===== config.mk =====
export PLATFORM = sky130hd
export DESIGN_NAME = vga_sync_rx
export DESIGN_NICKNAME = d
export VERILOG_FILES = /design/src/rtl/vga_timing_pkg.sv /design/src/rtl/sync_edge_det.sv /design/src/rtl/vga_sync_rx.sv
export SDC_FILE = /design/constraint.sdc
export NUM_CORES = 1
export LEC_CHECK = 0
export CAP_MARGIN = 30
export CORE_MARGIN = 2
export CORE_UTILIZATION = 52
export CTS_CLUSTER_SIZE = 8
export DETAILED_ROUTE_END_ITERATION = 10
export GPL_TIMING_DRIVEN = 1
export PLACE_DENSITY_LB_ADDON = 0.2
export SYNTH_ARGS = -nofsm -noshare
export SYNTH_HDL_FRONTEND = slang
export SYNTH_HIERARCHICAL = 1
export SYNTH_SLANG_ARGS = --single-unit
export TNS_END_PERCENT = 5

===== constraint.sdc =====
create_clock -name clk -period 2.31 [get_ports clk]
set_input_delay 0.3465 -clock clk [delete_from_list [all_inputs] [get_ports clk]]
set_output_delay 0.3465 -clock clk [all_outputs]
set_load 0.01 [all_outputs]

===== src/rtl/vga_timing_pkg.sv =====
// Shared 640x480 VGA timing constants and receiver state type, used by both the
// timing generator and the sync receiver.
package vga_timing_pkg;

    localparam logic [9:0] H_DISPLAY    = 10'd640;
    localparam logic [9:0] H_FRONT      = 10'd16;
    localparam logic [9:0] H_SYNC       = 10'd96;
    localparam logic [9:0] H_BACK       = 10'd48;
    localparam logic [9:0] H_SYNC_START = H_DISPLAY + H_FRONT;
    localparam logic [9:0] H_SYNC_END   = H_SYNC_START + H_SYNC - 10'd1;
    localparam logic [9:0] H_MAX        = H_SYNC_START + H_SYNC + H_BACK - 10'd1;

    localparam logic [9:0] V_DISPLAY    = 10'd480;
    localparam logic [9:0] V_FRONT      = 10'd10;
    localparam logic [9:0] V_SYNC       = 10'd2;
    localparam logic [9:0] V_BACK       = 10'd33;
    localparam logic [9:0] V_SYNC_START = V_DISPLAY + V_FRONT;
    localparam logic [9:0] V_SYNC_END   = V_SYNC_START + V_SYNC - 10'd1;
    localparam logic [9:0] V_MAX        = V_SYNC_START + V_SYNC + V_BACK - 10'd1;

    typedef enum logic [1:0] {
        SEARCH,
        ALIGN,
        LOCKED
    } rx_state_t;

endpackage


===== src/rtl/sync_edge_det.sv =====
// Registers one sync wire and flags its rising edge (current sample high, previous low).
module sync_edge_det (
    input  logic clk,
    input  logic reset,
    input  logic sync_i,
    output logic q_o,
    output logic rise_o
);

    logic sync_q;

    always_ff @(posedge clk) begin
        if (reset) begin
            sync_q <= 1'b0;
        end else begin
            sync_q <= sync_i;
        end
    end

    assign q_o    = sync_q;
    assign rise_o = sync_i & ~sync_q;

endmodule


===== src/rtl/vga_sync_rx.sv =====
// VGA sync receiver: recovers (px,py) from hsync/vsync, verifies edge timing and locks.
// Optional frame/error statistics counters are built when VGA_SYNC_RX_STATS_EN is defined.
module vga_sync_rx
    import vga_timing_pkg::*;
#(
    parameter int unsigned LOCK_LINES = 4,
    parameter int unsigned MISS_LINES = 2
) (
    input  logic       clk,
    input  logic       reset,
    input  logic       hsync_in,
    input  logic       vsync_in,
    output logic [9:0] px,
    output logic [8:0] py,
    output logic       visible,
    output logic       locked,
    output logic       frame_start,
    output logic       sync_err,
    output logic [7:0] frame_cnt,
    output logic [7:0] err_cnt
);

    localparam int unsigned GW = $clog2(LOCK_LINES + 1);
    localparam int unsigned MW = $clog2(MISS_LINES + 1);

    logic            hs_q, vs_q, h_rise, v_rise;
    logic [9:0]      hcnt_q, hcnt_d, vcnt_q, vcnt_d;
    logic            h_wrap, h_ok, v_ok;
    logic            seen_q, seen_d;
    logic [MW-1:0]   miss_q, miss_d;
    logic            miss_hit;
    logic [GW-1:0]   good_q, good_d;
    logic            vseen_q, vseen_d;
    rx_state_t       state_q, state_d;
    logic            locked_q, frame_start_q, sync_err_q;
    logic            sync_err_d;

    sync_edge_det u_hs_det (
        .clk    (clk),
        .reset  (reset),
        .sync_i (hsync_in),
        .q_o    (hs_q),
        .rise_o (h_rise)
    );

    sync_edge_det u_vs_det (
        .clk    (clk),
        .reset  (reset),
        .sync_i (vsync_in),
        .q_o    (vs_q),
        .rise_o (v_rise)
    );

    assign h_wrap = (hcnt_q == H_MAX) && !h_rise;
    assign h_ok   = (hcnt_q == H_SYNC_START);
    assign v_ok   = (vcnt_q == V_SYNC_START);

    always_comb begin
        hcnt_d = hcnt_q + 10'd1;
        vcnt_d = vcnt_q;
        seen_d = seen_q;
        miss_d = miss_q;
        if (h_rise) begin
            hcnt_d = H_SYNC_START + 10'd1;
        end else if (h_wrap) begin
            hcnt_d = '0;
        end
        // vsync reload wins over the line increment of a coincident wrap
        if (v_rise) begin
            vcnt_d = V_SYNC_START;
        end else if (h_wrap) begin
            vcnt_d = (vcnt_q == V_MAX) ? '0 : vcnt_q + 10'd1;
        end
        if (h_rise) begin
            seen_d = 1'b1;
            miss_d = '0;
        end else if (h_wrap) begin
            seen_d = 1'b0;
            if (!seen_q && miss_q != MW'(MISS_LINES)) begin
                miss_d = miss_q + 1'b1;
            end
        end
    end

    assign miss_hit = h_wrap && !seen_q && (miss_q >= MW'(MISS_LINES - 1));

    always_comb begin
        state_d    = state_q;
        good_d     = good_q;
        vseen_d    = vseen_q;
        sync_err_d = 1'b0;
        case (state_q)
            SEARCH: begin
                good_d  = '0;
                vseen_d = 1'b0;
                if (h_rise) begin
                    state_d = ALIGN;
                end
            end
            ALIGN: begin
                if (v_rise) begin
                    vseen_d = 1'b1;
                end
                if (h_rise) begin
                    if (!h_ok) begin
                        good_d = '0;
                    end else if (vseen_q) begin
                        good_d = good_q + 1'b1;
                    end
                end
                if (good_d == GW'(LOCK_LINES)) begin
                    state_d = LOCKED;
                end
            end
            LOCKED: begin
                if ((h_rise && !h_ok) || (v_rise && !v_ok) || miss_hit) begin
                    state_d    = SEARCH;
                    sync_err_d = 1'b1;
                end
            end
            default: begin
                state_d = SEARCH;
            end
        endcase
    end

    always_ff @(posedge clk) begin
        if (reset) begin
            hcnt_q        <= '0;
            vcnt_q        <= '0;
            seen_q        <= 1'b0;
            miss_q        <= '0;
            good_q        <= '0;
            vseen_q       <= 1'b0;
            state_q       <= SEARCH;
            locked_q      <= 1'b0;
            frame_start_q <= 1'b0;
            sync_err_q    <= 1'b0;
        end else begin
            hcnt_q        <= hcnt_d;
            vcnt_q        <= vcnt_d;
            seen_q        <= seen_d;
            miss_q        <= miss_d;
            good_q        <= good_d;
            vseen_q       <= vseen_d;
            state_q       <= state_d;
            locked_q      <= (state_d == LOCKED);
            frame_start_q <= (state_d == LOCKED) && (hcnt_d == '0) && (vcnt_d == '0);
            sync_err_q    <= sync_err_d;
        end
    end

    assign px          = hcnt_q;
    assign py          = vcnt_q[8:0];
    // qualified on the 9-bit py as presented, not the full line counter
    assign visible     = locked_q && (hcnt_q < H_DISPLAY) && ({1'b0, vcnt_q[8:0]} < V_DISPLAY);
    assign locked      = locked_q;
    assign frame_start = frame_start_q;
    assign sync_err    = sync_err_q;

`ifdef VGA_SYNC_RX_STATS_EN
    logic [7:0] frame_cnt_q, err_cnt_q;

    always_ff @(posedge clk) begin
        if (reset) begin
            frame_cnt_q <= '0;
            err_cnt_q   <= '0;
        end else begin
            if (frame_start_q && frame_cnt_q != '1) begin
                frame_cnt_q <= frame_cnt_q + 8'd1;
            end
            if (sync_err_q && err_cnt_q != '1) begin
                err_cnt_q <= err_cnt_q + 8'd1;
            end
        end
    end

    assign frame_cnt = frame_cnt_q;
    assign err_cnt   = err_cnt_q;
`else
    assign frame_cnt = '0;
    assign err_cnt   = '0;
`endif

endmodule


==> results of run 1 <==
-- layout make-up --
type                       count  area, um^2  share of cell area [%]
timing repair buffer          39         370                    14.7
sequential                    34         681                    27.1
clock buffer                   7        86.3                    3.43
tap                           50        62.6                    2.49
multi-input combinational    183        1250                    49.7
inverter                      16        60.1                    2.39
clock inverter                 1        5.00                   0.199
-- repair_timing --
| item | in CTS | in global routing |
|---|---|---|
| hold buffers | 0 | 0 |
| gates resized for setup | 0 | 1 |
| endpoints found under the setup margin | 0 | 1 |
-- registers in the layout, indices dropped and copies added, names as in the netlist, 2 cells and up --
| signal | count |
|---|---|
| px | 10 |
| vcnt_q | 10 |
| good_q | 3 |
| miss_q | 2 |
| state_q | 2 |
-- power breakdown --
| group | internal, mW | leakage, nW | switching (mW) |
|---|---|---|---|
| registers | 0.607 | 0.278 | 0.0331 |
| clock network | 0.240 | 0.0482 | 0.211 |
| logic | 0.0890 | 0.643 | 0.0944 |
-- critical path, delay by kind of cell, from the launching register on --
family,cells,cell delay [ps]
AO/OA/AOI/OAI,2,300
AND/OR/NAND/NOR,4,1200
adder cells (fa/ha/maj),1,250
flip-flops,1,350
-- path summary, 6_finish.rpt --
kind                 endpoint       from
setup / recovery  frame_start      px[1]
hold / removal      good_q[2]  good_q[2]
setup reg to reg  frame_start      px[1]
hold reg to reg     good_q[2]  good_q[2]
-- through the flow --
stage / cell area [um^2] / hold slack (ps) / total power, mW
6_report: 2520 / 514 / 1.27
5_1_grt: 2520 / 539 / 1.32
4_1_cts: 2510 / 514 / 1.28
3_5_place_dp: 2420 / 505 / 0.834
3_3_place_gp: 2420 / 489 / 0.833
2_1_floorplan: 2230 / 411 / 0.790
-- cells by family (layout without fill, tap and decap cells) --
kind of cell	Yosys count	after routing
simple gates	94	94
buf+inv	53	63
compound gates	41	41
flops	34	34
xor+xnor	21	21
fa+ha+maj	8	8
mux	3	3
other cells	1	16
-- routing by layer --
layer / wire [um] / part of all wire, % / global-route usage, %
met2: 1970 / 45 / 30.2
met3: 187 / 4.2 / 5.19
met1: 2170 / 49 / 27.9
met5: 0 / 0 / 0
met4: 91 / 2.1 / 7.50
-- synthesized netlist by cell type (all sizes together) (4+ instances only) --
library cell	instances
nand3	4
and3	7
nor2	25
buf	29
nor3	9
clkbuf	8
nor2b	5
inv	16
nand4	9
o21ai	5
ha	8
xor2	10
xnor2	11
dfxtp	34
a21oi	15
nand2	12
==> impl_results.md, run 1 <==
* Buffer count from post-CTS setup fixing at 0
* Number of antenna violations at the first check in global routing at 0
* Total power per unit cell area at 507 nW/um^2
* Post-synthesis adder-cell area fraction at 4.61%
* Reg-to-reg setup timing slack at 140 ps
* Die area at 4710 um^2
* I/O pins at 43
* Starting Density at 54.3%
* Dominant cell type by count on the critical path: sky130_fd_sc_hd__and3_1
* Share of the clock period used by the worst path after layout at 94.1%
* Series of cell instances along the critical path: ha_2 -> and3_1 -> and3_1 -> a31oi_1 -> or4_1 -> a21o_1 -> nor4b_2
* Min Tclk post-route at 2170 ps
* Post-synth cell types at 54
* Most frequent standard cell in the layout excluding fill and tap cells: sky130_fd_sc_hd__dfxtp_1
* Dominant combinational cell family by area after synthesis: simple AND/OR/NAND/NOR gates
* Signal arrival time at the worst endpoint at 2370 ps
* Routed WL per cell at 13.4 um
* EDFF count, synth at 0
* Horiz. Die Dim at 68.6 um
* Post-layout util at 62.9%
* Wirelength, routed at 4420 um
* Largest cells by area after synthesis: sky130_fd_sc_hd__dfxtp_1, sky130_fd_sc_hd__buf_4, sky130_fd_sc_hd__ha_1
* Worst hold path depth at 2
* Global router's overall resource usage at 20.2%
* CTS tree: yes
* Final Hold Vio Count at 0
* XOR/XNOR share of the synthesized area at 8.47%
* Largest net degree at the start of global routing at 12
* Number of filler cells placed in the layout at 350
* Post-synth top flop: sky130_fd_sc_hd__dfxtp_1
* Number of placed instances with taps included at 322
* Avg Vias per Cell at 5.33
* I/O Buffers at 26
* Gr ovfl total at 0
* Portion of netlist area occupied by mux cells at 1.38%
* Status: finished clean
* Max FO, Critical Path at 5
* Synthesized area at 2170 um^2
* Classification of the worst-slack hold path: register to register
* CP max stage cell: sky130_fd_sc_hd__or4_1
* Critical Path Start Type: register
* Worst-case reg-to-reg path depth at 7
* Final setup violation count at 0
* Count of clock tree sinks at 34
* Detailed-routing iteration count for the pre-antenna-repair pass at 5
* Leading area contributor after synthesis: sky130_fd_sc_hd__dfxtp_1
* Max Buffers Root-to-Sink at 2
* Clock root buffer: sky130_fd_sc_hd__clkbuf_8
* Register bit count reported by yosys at 34
* Layout cells sized above 1 at 12.9%
* Post-route setup slack at 135 ps
* Worst setup timing slack at the placement stage at -73.9 ps
* Simple-gate area share of the yosys netlist at 28.0%
* Setup repair after global routing missed its margin: false
* Area delta synth->final at 15.9%
* Max incr delay on CP at 530 ps
* Final nets at 291
* Count of routing violations after the opening detailed-route iteration at 104
* Crit Path Class: register to register
* Sequential fraction of the synthesis area at 31.4%
* Placement Rows at 23
* Share of flip-flops with an asynchronous set or reset after synthesis at 0%
* Number of buffers created by CTS at 5
* Final weighted congestion in routability-driven placement at 0.905
* Commonest non-fill, non-tap cells in the layout: sky130_fd_sc_hd__dfxtp_1, sky130_fd_sc_hd__clkdlybuf4s50_1, sky130_fd_sc_hd__nor2_1
* IR Drop Worst-Case VDD at 0.301 mV
* Standard cell core area at 4000 um^2
* First-pass GRT wire length at 7180 um
* Average footprint of a synthesized cell at 8.51 um^2
* Mapped Cells at 255
* Chip height at 68.6 um
* Detailed Place HPWL at 3260 um
* Fraction of the mapped netlist area in compound gates at 12.3%
* Crit end category: register
* Data required time at the worst endpoint at 2510 ps
* Fraction of post-synthesis cell area in the top cell type by area at 31.4%
* Max-cap viol count at 0
* Maximum clock frequency at 460 MHz
* Worst-skew pair later-pin latency at 290 ps
* Total inserted antenna cells at 0
* Final-layout setup total negative slack at 0 ps
* Remaining routing DRC violations at 0
* Number of warnings issued by yosys at 6
* Final slew viol count at 0
* Clock input transition at the sequential cells of the worst setup and hold paths at 70 ps
* Number of vias after detailed routing at 1,758
* Leakage dissipation at 0.969 nW
* Vias in the first global route at 1,539
* Count of non-filler cells in the finished layout at 330
* Post-route antenna net violation count at 0
* Worst Skew at 5.10 ps
* H-Tree Level Count at 2
Power figures use the tool's default switching activity.
==> run 2: changes to the inputs <==
--- a/config.mk
+++ b/config.mk
@@ -12,8 +12,8 @@
 export DETAILED_ROUTE_END_ITERATION = 10
 export GPL_TIMING_DRIVEN = 1
 export PLACE_DENSITY_LB_ADDON = 0.2
+export SKIP_LAST_GASP = 1
 export SYNTH_ARGS = -nofsm -noshare
 export SYNTH_HDL_FRONTEND = slang
-export SYNTH_HIERARCHICAL = 1
 export SYNTH_SLANG_ARGS = --single-unit
 export TNS_END_PERCENT = 5
==> run 2 against run 1 <==
Net effect: final cell count is 2.7% higher; sequential cell count stayed put; cell area is 1.1% lower; clock power is 3% higher; critical path depth is 1 higher; synthesized cell count is 3.9% higher; clock-buffer cell count stayed put; global-route usage is 1.7 points higher; highest routed layer unchanged.
==> impl_results.md, run 2 <==
* Largest net degree at the start of global routing at 21 (+9)
* Leading area contributor after synthesis: sky130_fd_sc_hd__dfxtp_1
* Total area of multi-input combinational cells at 1240 um^2 (-1.0%)
* Final-layout setup total negative slack at 0 ps (unchanged)
* Wirelength, routed at 4720 um (+6.6%)
* Number of placed instances with taps included at 331 (+2.8%)
* Critical Path Start Type: register
* Number of filler cells placed in the layout at 391 (+12%)
* Final setup violation count at 0 (unchanged)
* Number of buffers created by CTS at 5 (unchanged)
* H-Tree Level Count at 2 (unchanged)
* Post-route setup slack at 176 ps (+40.8 ps)
* Crit end category: register
* Number of vias after detailed routing at 1,870 (+6.4%)
* Share of power burned in combinational logic at 14.7% (+0.3 points)
* Placement Rows at 23 (unchanged)
* IR Drop Worst-Case VDD at 0.324 mV (+7.6%)
* Leakage dissipation at 0.907 nW (-6.4%)
* Chip height at 68.8 um (+0.25%)
* Clock root buffer: sky130_fd_sc_hd__clkbuf_8
* Count of clock tree sinks at 34 (unchanged)
* Top cells by count, synth: sky130_fd_sc_hd__dfxtp_1, sky130_fd_sc_hd__nor2_1, sky130_fd_sc_hd__buf_4, sky130_fd_sc_hd__a21oi_1
* I/O pins at 43 (unchanged)
* Signal arrival time at the worst endpoint at 2340 ps (-30 ps)
* Count leader, synth: sky130_fd_sc_hd__dfxtp_1
* Number of hold-repair buffers added at the cts stage at 0 (unchanged)
* Worst Skew at 7.49 ps (+2.39 ps)
* Vias in the first global route at 1,648 (+7.1%)
* Detailed Place HPWL at 3540 um (+8.4%)
* Maximum clock frequency at 469 MHz (+1.9%)
* Status: finished clean
* Number of warnings issued by yosys at 0 (-6)
* Total inserted antenna cells at 0 (unchanged)
* Mapped Cells at 265 (+3.9%)
* Global router's overall resource usage at 21.9% (+1.7 points)
* Gr ovfl total at 0 (unchanged)
* Register bit count reported by yosys at 34 (unchanged)
* Standard cell core area at 4030 um^2 (+0.72%)
* Share of flip-flops with an asynchronous set or reset after synthesis at 0% (unchanged)
* Area delta synth->final at 14.0%
* Internal power summed over all cells at 0.937 mW (about the same)
* Worst-skew pair later-pin latency at 290 ps (about the same)
* Post-synth cell types at 54 (unchanged)
* Clk pwr share at 36.2% (+0.8 points)
* Largest cells by area after synthesis: sky130_fd_sc_hd__dfxtp_1, sky130_fd_sc_hd__buf_4, sky130_fd_sc_hd__nor2_1
* EDFF count, synth at 0 (unchanged)
* Final nets at 300 (+3.1%)
* Synthesized area at 2180 um^2 (+0.52%)
* Layout cells sized above 1 at 11.4% (-1.4 points)
* Max FO, Critical Path at 20 (+15)
* Crit Path Class: register to register
* Die area at 4730 um^2 (+0.50%)
* CTS tree: yes
* Count of non-filler cells in the finished layout at 339 (+2.7%)
* First-pass GRT wire length at 7600 um (+5.9%)
* Fraction of post-synthesis cell area in the top cell type by area at 31.2% (-0.16 points)
* Data required time at the worst endpoint at 2520 ps (about the same)
* Number of antenna violations at the first check in global routing at 0 (unchanged)
* Clock input transition at the sequential cells of the worst setup and hold paths at 70 ps (about the same)
* Post-synth top flop: sky130_fd_sc_hd__dfxtp_1
* Most frequent standard cell in the layout excluding fill and tap cells: sky130_fd_sc_hd__dfxtp_1
* Detailed-routing iteration count for the pre-antenna-repair pass at 4 (-1)
* Worst setup timing slack at the placement stage at 18.4 ps (+92.2 ps)
* Worst hold path depth at 2 (unchanged)
* Gates resized, CTS repair at 0 (unchanged)
* Met1 usage at 27.8% (-0.039 points)
* Total power per unit cell area at 516 nW/um^2 (+2.0%)
* Final slew viol count at 0 (unchanged)
* I/O Buffers at 26 (unchanged)
* Count of routing violations after the opening detailed-route iteration at 145 (+39%)
* Classification of the worst-slack hold path: register to register
* Commonest non-fill, non-tap cells in the layout: sky130_fd_sc_hd__dfxtp_1, sky130_fd_sc_hd__nor2_1, sky130_fd_sc_hd__clkdlybuf4s50_1
* Buffer count from post-CTS setup fixing at 0 (unchanged)
* Sequential fraction of the synthesis area at 31.2% (-0.16 points)
* Max-cap viol count at 0 (unchanged)
* Final weighted congestion in routability-driven placement at 0.847 (-6.5%)
* Remaining routing DRC violations at 0 (unchanged)
* Post-route antenna net violation count at 0 (unchanged)
* Share of the clock period used by the worst path after layout at 92.4% (-1.8 points)
* Final Hold Vio Count at 0 (unchanged)
* Max Buffers Root-to-Sink at 2 (unchanged)
* Sequential cell fraction of total power at 49.1% (-1.1 points)
* Met3 Usage GRT at 6.17% (+0.97 points)
* Register Area at 681 um^2 (unchanged)
* Horiz. Die Dim at 68.8 um (+0.25%)
* Switching power at 0.349 mW (+3.0%)
* Global route hottest layer: met2
* Routed WL per cell at 13.9 um (+3.8%)
* Global routing met2 resource utilization at 35.3% (+5.2 points)
* Setup repair after global routing missed its margin: false
* Starting Density at 54.2% (-0.11 points)
* Average footprint of a synthesized cell at 8.23 um^2 (-3.3%)
* Worst-case reg-to-reg path depth at 8 (+1)
* Avg Vias per Cell at 5.52 (+3.5%)
* Min Tclk post-route at 2130 ps (-40.8 ps)
* Fraction of power spent switching nets at 27.1% (+0.57 points)
[run 2: cell types whose count changed after synthesis, moves of 4 or more]
cell | before | now
sky130_fd_sc_hd__nand2b_1 | 0 | 7
sky130_fd_sc_hd__nand3_1 | 3 | 10
sky130_fd_sc_hd__nor2b_1 | 1 | 8
sky130_fd_sc_hd__xor2_1 | 10 | 3
sky130_fd_sc_hd__inv_1 | 16 | 10
sky130_fd_sc_hd__o21ai_0 | 5 | 11
sky130_fd_sc_hd__a21oi_1 | 15 | 19
sky130_fd_sc_hd__buf_6 | 0 | 4
sky130_fd_sc_hd__nor2b_4 | 4 | 0
[run 2: path summary, 6_finish.rpt]
kind / from / to / slack (ps)
min reg2reg: good_q[1] / good_q[1] / 480
max reg2reg: px[1] / frame_start / 180
max: px[1] / frame_start / 180
min: good_q[1] / good_q[1] / 480
[run 2: metal layers]
layer,routed length (um),up-vias
li1,-,933
met1,2170,872
met2,2230,57
met3,229,8
met4,77,0
met5,0,-
[run 2: stage by stage]
step,util (%),hold slack (ps),power (mW),area [um^2]
5_1_grt,61.8,504,1.35,2490
3_3_place_gp,59.5,464,0.830,2400
6_report,61.8,478,1.29,2490
2_1_floorplan,-,449,0.788,2240
3_5_place_dp,59.5,475,0.832,2400
4_1_cts,61.8,485,1.30,2490
[run 2: final cells by class]
| type | instances | share of cell area (%) |
|---|---|---|
| multi-input cells | 197 | 49.8 |
| clock inverters | 1 | 0.201 |
| well taps | 50 | 2.51 |
| clock buffers | 7 | 3.47 |
| inverters | 10 | 1.51 |
| flip-flops and latches | 34 | 27.4 |
| repair buffers | 40 | 15.2 |
[run 2: power by group through the flow]
stage / logic, mW / registers [mW] / clock network, mW
2_1_floorplan: 0.150 / 0.638 / 0
3_3_place_gp: 0.186 / 0.645 / 0
3_5_place_dp: 0.188 / 0.644 / 0
4_1_cts: 0.188 / 0.631 / 0.476
5_1_grt: 0.210 / 0.634 / 0.505
6_report: 0.189 / 0.631 / 0.465
[run 2: kinds of logic after synthesis]
logic type	share of synthesized area, %
muxes	0.459
and+or+nand+nor	28.3
other	0.172
buffers and inverters	14.6
xor gates and xnor gates	5.22
DFF	31.2
adders and majority gates	4.59
AOI/OAI and AO/OA	15.5
[run 2: worst max-delay path, stage by stage (launching register included)]
cell and delay, ps:
sky130_fd_sc_hd__dfxtp_1 400, sky130_fd_sc_hd__ha_1 190, sky130_fd_sc_hd__and4_1 260, sky130_fd_sc_hd__nand4_1 160, sky130_fd_sc_hd__buf_12 200, sky130_fd_sc_hd__nor3_2 250, sky130_fd_sc_hd__and4b_1 230, sky130_fd_sc_hd__o221ai_1 120
sky130_fd_sc_hd__nor4b_2 230
